===== src/rtl/bridge_frame_pkg.sv =====
// Shared definitions for the 100-bit AHB/APB bridge frame.
// Used by the serializer (producer) and mapper1 (consumer).
//   FRAME_BITS      : total frame length
//   *_BIT/_MSB/_LSB : field positions inside the frame word
//   frame_state_e   : serializer FSM encoding
//   pack_frame()    : builds a frame word from its fields
package bridge_frame_pkg;

    localparam int FRAME_BITS = 100;

    localparam int HREADY_BIT = 99;
    localparam int HWRITE_BIT = 98;
    localparam int HTRANS_MSB = 97;
    localparam int HTRANS_LSB = 96;
    localparam int HADDR_MSB  = 95;
    localparam int HWDATA_MSB = 63;
    localparam int PRDATA_MSB = 31;

    typedef logic [FRAME_BITS-1:0] frame_t;

    typedef enum logic [1:0] {
        ST_IDLE  = 2'd0,
        ST_SHIFT = 2'd1,
        ST_GAP   = 2'd2
    } frame_state_e;

    function automatic frame_t pack_frame(
        input logic        hreadyin,
        input logic        hwrite,
        input logic [1:0]  htrans,
        input logic [31:0] haddr,
        input logic [31:0] hwdata,
        input logic [31:0] prdata
    );
        frame_t f;
        f                           = '0;
        f[HREADY_BIT]               = hreadyin;
        f[HWRITE_BIT]               = hwrite;
        f[HTRANS_MSB:HTRANS_LSB]    = htrans;
        f[HADDR_MSB -: 32]          = haddr;
        f[HWDATA_MSB -: 32]         = hwdata;
        f[PRDATA_MSB -: 32]         = prdata;
        return f;
    endfunction

endpackage


===== src/rtl/ahb_frame_serializer_hold_reg.sv =====
// frame_hold_reg: one-entry pending-frame register with a registered ready flag.
//   clk, reset_n : clock, synchronous active-low reset
//   in_valid     : source offers a frame
//   in_data      : frame word from the source
//   bypass       : the accepted frame goes straight to the shifter, do not store it
//   take         : the shifter consumes the stored frame this edge
//   in_ready     : registered !hold_full (0 while in reset)
//   hold_full    : a frame is pending
//   hold_data    : the pending frame
module frame_hold_reg #(
    parameter int W = 100
) (
    input  logic         clk,
    input  logic         reset_n,
    input  logic         in_valid,
    input  logic [W-1:0] in_data,
    input  logic         bypass,
    input  logic         take,
    output logic         in_ready,
    output logic         hold_full,
    output logic [W-1:0] hold_data
);

    logic capture;
    logic full_next;

    always_comb begin
        capture   = in_valid & in_ready & ~bypass;
        full_next = (hold_full & ~take) | capture;
    end

    // in_ready is its own flop so the source never sees a path from in_valid.
    always_ff @(posedge clk) begin
        if (!reset_n) begin
            hold_full <= 1'b0;
            in_ready  <= 1'b0;
            hold_data <= '0;
        end else begin
            hold_full <= full_next;
            in_ready  <= ~full_next;
            if (capture) begin
                hold_data <= in_data;
            end
        end
    end

endmodule


===== src/rtl/ahb_frame_serializer.sv =====
// ahb_frame_serializer: packs one AHB/APB transaction into the 100-bit bridge
// frame and shifts it out MSB first, one bit per clk, toward mapper1.
//   clk, reset_n         : clock, synchronous active-low reset
//   in_valid / in_ready  : transaction handshake
//   in_hreadyin..prdata  : frame fields (bits 99 .. 0)
//   serial_out           : serial frame bit (mapper1 data_from_slave)
//   frame_active         : a frame bit is on serial_out
//   frame_done           : pulse in the cycle carrying frame bit 0
//
// state    | meaning
// ST_IDLE  | serial_out idle; start a frame from the hold reg or a direct accept
// ST_SHIFT | bit_cnt is the index of the bit currently on serial_out
// ST_GAP   | forced idle cycles between frames, gap_cnt counts down to 1
module ahb_frame_serializer #(
    parameter int   FRAME_BITS = bridge_frame_pkg::FRAME_BITS,
    parameter int   GAP_CYCLES = 0,
    parameter logic IDLE_LEVEL = 1'b0
) (
    input  logic        clk,
    input  logic        reset_n,
    input  logic        in_valid,
    output logic        in_ready,
    input  logic        in_hreadyin,
    input  logic        in_hwrite,
    input  logic [1:0]  in_htrans,
    input  logic [31:0] in_haddr,
    input  logic [31:0] in_hwdata,
    input  logic [31:0] in_prdata,
    output logic        serial_out,
    output logic        frame_active,
    output logic        frame_done
);
    import bridge_frame_pkg::*;

    frame_state_e          state;
    logic [FRAME_BITS-1:0] shift_q;
    logic [6:0]            bit_cnt;
    logic [7:0]            gap_cnt;

    logic [FRAME_BITS-1:0] in_frame;
    logic [FRAME_BITS-1:0] next_frame;
    logic [FRAME_BITS-1:0] hold_data;
    logic                  hold_full;
    logic                  accept;
    logic                  may_start;
    logic                  load;
    logic                  take;
    logic                  bypass;

    // A frame may start from IDLE, right after bit 0 when no gap is forced, or
    // at the last gap cycle. The hold register has priority; otherwise a frame
    // accepted on that same edge skips the hold register entirely.
    always_comb begin
        in_frame   = pack_frame(in_hreadyin, in_hwrite, in_htrans,
                                in_haddr, in_hwdata, in_prdata);
        accept     = in_valid & in_ready;
        may_start  = (state == ST_IDLE)
                   | ((state == ST_SHIFT) & (bit_cnt == 7'd0) & (GAP_CYCLES == 0))
                   | ((state == ST_GAP) & (gap_cnt == 8'd1));
        load       = may_start & (hold_full | accept);
        take       = load & hold_full;
        bypass     = load & ~hold_full;
        next_frame = hold_full ? hold_data : in_frame;
    end

    frame_hold_reg #(
        .W (FRAME_BITS)
    ) u_hold (
        .clk       (clk),
        .reset_n   (reset_n),
        .in_valid  (in_valid),
        .in_data   (in_frame),
        .bypass    (bypass),
        .take      (take),
        .in_ready  (in_ready),
        .hold_full (hold_full),
        .hold_data (hold_data)
    );

    // shift_q holds the bits not yet presented; serial_out already carries the
    // current one, so the load puts bit 99 out and keeps bits 98..0.
    always_ff @(posedge clk) begin
        if (!reset_n) begin
            state        <= ST_IDLE;
            shift_q      <= '0;
            bit_cnt      <= '0;
            gap_cnt      <= '0;
            serial_out   <= IDLE_LEVEL;
            frame_active <= 1'b0;
            frame_done   <= 1'b0;
        end else begin
            frame_done <= 1'b0;
            if (load) begin
                state        <= ST_SHIFT;
                serial_out   <= next_frame[FRAME_BITS-1];
                shift_q      <= {next_frame[FRAME_BITS-2:0], 1'b0};
                bit_cnt      <= 7'(FRAME_BITS - 1);
                frame_active <= 1'b1;
            end else begin
                case (state)
                    ST_SHIFT: begin
                        if (bit_cnt != 7'd0) begin
                            serial_out <= shift_q[FRAME_BITS-1];
                            shift_q    <= {shift_q[FRAME_BITS-2:0], 1'b0};
                            bit_cnt    <= bit_cnt - 7'd1;
                            frame_done <= (bit_cnt == 7'd1);
                        end else begin
                            state        <= (GAP_CYCLES > 0) ? ST_GAP : ST_IDLE;
                            gap_cnt      <= 8'(GAP_CYCLES);
                            serial_out   <= IDLE_LEVEL;
                            frame_active <= 1'b0;
                        end
                    end
                    ST_GAP: begin
                        if (gap_cnt == 8'd1) begin
                            state <= ST_IDLE;
                        end else begin
                            gap_cnt <= gap_cnt - 8'd1;
                        end
                    end
                    default: begin
                        state        <= ST_IDLE;
                        serial_out   <= IDLE_LEVEL;
                        frame_active <= 1'b0;
                    end
                endcase
            end
        end
    end

endmodule


===== config.mk =====
export PLATFORM = sky130hd
export DESIGN_NAME = ahb_frame_serializer
export DESIGN_NICKNAME = d
export VERILOG_FILES = /design/src/rtl/bridge_frame_pkg.sv /design/src/rtl/ahb_frame_serializer_hold_reg.sv /design/src/rtl/ahb_frame_serializer.sv
export SDC_FILE = /design/constraint.sdc
export NUM_CORES = 1
export LEC_CHECK = 0
export BUFFER_PORTS_ARGS = -buffer_cell sky130_fd_sc_hd__buf_2
export CAP_MARGIN = 20
export CORE_MARGIN = 2
export CORE_UTILIZATION = 53
export DETAILED_ROUTE_END_ITERATION = 7
export GPL_TIMING_DRIVEN = 0
export PLACE_DENSITY = 0.76
export SLEW_MARGIN = 10
export SYNTH_ARGS = -nofsm -noshare
export SYNTH_HDL_FRONTEND = slang
export SYNTH_SLANG_ARGS = --single-unit

===== constraint.sdc =====
create_clock -name clk -period 1.9 [get_ports clk]
set_clock_uncertainty 0.2 [all_clocks]
set_input_delay 0.095 -clock clk [delete_from_list [all_inputs] [get_ports clk]]
set_output_delay 0.095 -clock clk [all_outputs]
set_load 0.05 [all_outputs]

==> results.rst <==
.. list-table::
   :header-rows: 1

   * - Metric
     - Value
   * - Outcome
     - complete, but fails checks
   * - Violated checks
     - setup timing
   * - HP Class
     - input port to register
   * - Count of port buffers added during placement
     - ~110
   * - Critical path type
     - register to register
   * - Clock insertion delay at the later pin of the skew report
     - ~520 ps
   * - Combined area of all synthesized cells
     - ~9100 sq um
   * - Setup total negative slack
     - -10480 ps
   * - Remaining max-slew budget at the tightest pin
     - ~52%
   * - Number of vias per cell
     - ~5.6
   * - Maximum number of pins on one net before global-route repair
     - 14
   * - Flop and latch count out of synthesis
     - between 200 and 250
   * - Core region area
     - 16700 sq um
   * - IO Count
     - 107
   * - Number of placement rows
     - 47
   * - Setup repair after global routing missed its margin
     - true
   * - Number of sinks handled by clock tree synthesis
     - 211
   * - Estimated wirelength of the detail-placed design
     - around 15000 microns
   * - Most used flip-flop cell after synthesis
     - sky130_fd_sc_hd__dfxtp_1
   * - Drt wl/cell
     - roughly 17 microns
   * - Post-synthesis sequential area ratio
     - a little under half
   * - Clock period minus worst slack
     - approximately 2100 ps
   * - Area Growth Syn to Fin
     - 36.5%
   * - Most frequently used cell type in the post-synthesis netlist
     - sky130_fd_sc_hd__nand2_1
   * - Setup WS post-layout
     - -211 ps
   * - Metal1 wirelength
     - about 12000 microns
   * - Maximum fanout encountered on the critical timing path
     - 8
   * - Total wire length after detailed routing
     - around 26000 microns
   * - Cell types with the highest counts after synthesis
     - sky130_fd_sc_hd__nand2_1, sky130_fd_sc_hd__dfxtp_1, sky130_fd_sc_hd__o21ai_0
   * - Largest vdd supply drop
     - approximately 0.00067 V
   * - First-pass detailed-route iteration total
     - 5
   * - Net count after synthesis
     - about 1200
   * - Cell variety after synth
     - between 40 and 50
   * - Number of remaining DRC errors
     - 0
   * - Clock tree buffer depth
     - 3
   * - Slew of the pin with the lowest slew margin
     - around 720 ps
   * - Setup-violating endpoint count in the final report
     - 100
   * - Number of global-route vias before repair
     - around 8000
   * - Yosys synthesis warning count
     - 0
   * - CP Launch Type
     - register
   * - Synth top area cells
     - sky130_fd_sc_hd__dfxtp_1, sky130_fd_sc_hd__nand2_1, sky130_fd_sc_hd__mux2i_1
   * - Area share of the leading cell type in the synthesized netlist
     - between 40% and 50%
   * - Share of cells above drive strength 1
     - 22.7%
   * - Max frequency
     - 0.474 GHz
   * - Max-Cap Viols
     - 0
   * - Total Die Area
     - ~18000 sq um
   * - Antenna violation net count after detailed routing
     - 0
   * - Weighted congestion at the end of routability-driven global placement
     - around 0.87
   * - Largest area contributor in the synthesized netlist
     - sky130_fd_sc_hd__dfxtp_1
   * - Final Slew Violations
     - 0
   * - Count of placed standard cells in the final layout, fillers left out
     - between 1500 and 2000
   * - Clock-pin slew on the worst setup and hold paths
     - around 60 ps
   * - Topmost layer with routed signal wires
     - met4
   * - Fin. Hold Viols
     - 0
   * - Num CTS Buffers
     - 23
   * - Data required time of the worst path
     - roughly 2100 ps
   * - Buffer cell driving the clock tree root
     - sky130_fd_sc_hd__clkbuf_16
   * - Number of diodes added for antenna fixing
     - 0
   * - Total via count after detailed routing
     - between 8000 and 9000
   * - Arr. time, crit path
     - ~2400 ps
   * - Final clock period utilization by the worst path
     - 111%
   * - PD cells
     - ~880 nW/um^2
   * - Syn Area/Cell
     - just under 9 sq um
   * - CTS tree
     - yes
   * - Crit path capture type
     - register
   * - Non-Filler Cell Area, Final
     - ~12000 sq um
   * - Number of synthesized flops with an enable pin
     - 0
   * - Met3 WL post-DR
     - roughly 1300 microns
   * - Initial core utilization
     - 54.4%
   * - Count of mapped cells out of synthesis
     - between 1000 and 1500
   * - Met2 wire len
     - 12100 microns
   * - Height of the die
     - roughly 130 microns
   * - Cell area reported after detailed placement
     - 9910 sq um
   * - Violation count after the first detailed-routing iteration
     - 593
   * - Proportion of synthesized flip-flops having asynchronous set or reset
     - 0%
   * - LEAKAGE
     - around 5.0 nW
   * - Total gr overflow
     - 0
   * - Placed insts
     - 1376
   * - GRT Total Usage
     - 27.1%
   * - H-tree levels
     - 1
   * - Number of nets in the layout
     - between 1000 and 1500
   * - Initial antenna violation count
     - 0
   * - First-pass GRT wire length
     - ~41000 microns
   * - Die Span X
     - 135 microns
==> cells in the final DEF (no fill, tap or decap), drive strengths merged, types with 6 or more instances in the layout <==
| cell type | instances |
|---|---|
| a21oi | 106 |
| o21ai | 103 |
| nor2 | 6 |
| buf | 177 |
| mux2i | 100 |
| nand2 | 304 |
| a22o | 98 |
| inv | 6 |
| clkbuf | 68 |
| clkinv | 8 |
| dlygate4sd3 | 102 |
| dfxtp | 211 |
| nor3 | 6 |
==> cells by family (layout without fill, tap and decap cells) <==
kind of cell	Yosys count	count (layout)	share of synthesized area [%]
xor gates and xnor gates	1	1	0.0964
buffers and inverters	91	362	5.01
AOI/OAI and AO/OA	319	319	22.7
muxes	100	100	11.0
adders and majority gates	2	2	0.275
and+or+nand+nor	326	326	14.4
DFF	211	211	46.5
==> per-stage QoR <==
stage | hold slack (ps) | total power [W] | util, % | setup WS [ps]
after global routing | 119 | 0.0112 | 74.3 | -223
after detailed placement | 155 | 0.00612 | 59.3 | -595
final | 65.7 | 0.0109 | 74.3 | -211
after global placement | 149 | 0.00609 | 59.3 | -560
after CTS | -322 | 0.0108 | 72.8 | -103
after floorplan | 28.4 | 0.00572 | - | 1.80
==> routing by layer <==
metal,vias up,GRT usage [%]
met1,4065,37.1
met5,-,0
met2,274,44.9
met3,51,3.45
li1,4169,-
met4,0,8.16
==> flip-flops by register name, summed over array words and instances, names as in the netlist <==
signal,flops
u_hold.hold_data,100
shift_q,99
bit_cnt,7
frame_done,1
serial_out,1
state,1
u_hold.hold_full,1
u_hold.in_ready,1
==> final timing paths <==
check	from	end	slack [ps]	depth (start not counted)
worst max-delay path	bit_cnt[0]	u_hold.hold_data[76]	-210	8
worst min-delay path	reset_n	u_hold.hold_data[1]	70	4
worst max register to register	bit_cnt[0]	u_hold.hold_data[76]	-210	8
worst min register to register	u_hold.hold_data[54]	u_hold.hold_data[54]	250	2
==> worst max-delay path, cell delays in order, from the launching register on <==
cell	delay, ps
sky130_fd_sc_hd__dfxtp_2	330
sky130_fd_sc_hd__inv_2	70
sky130_fd_sc_hd__ha_4	140
sky130_fd_sc_hd__or3b_4	420
sky130_fd_sc_hd__o21ai_4	240
sky130_fd_sc_hd__buf_8	220
sky130_fd_sc_hd__buf_8	140
sky130_fd_sc_hd__nand2_1	100
sky130_fd_sc_hd__a21oi_2	190
==> layout make-up <==
class,count,area (sq um)
clock buffers,30,672
well taps,220,275
plain buffers,85,719
multi-input cells,748,4530
clock inverters,11,87.6
flip-flops and latches,211,4240
fillers,1217,4290
inverters,4,15.0
repair buffers,232,1870
==> repair_timing <==
action / 4_1_cts / 5_1_grt
endpoints found under the setup margin: 207 / 201
buffers inserted: 15 / 2
pin swaps: 11 / 5
endpoints found under the hold margin: 204 / 5
hold buffers: 101 / 1
cloned: 5 / 3
gates resized for setup: 91 / 71
==> power breakdown <==
part | leakage, nW | internal, W | switching [W] | total, W
logic | 2.90 | 0.000804 | 0.000811 | 0.00162
clock network | 0.388 | 0.00263 | 0.00184 | 0.00447
registers | 1.72 | 0.00467 | 0.000156 | 0.00482
total | 5.01 | 0.00810 | 0.00281 | 0.0109
Note: power is estimated with default switching activity, not from simulation.
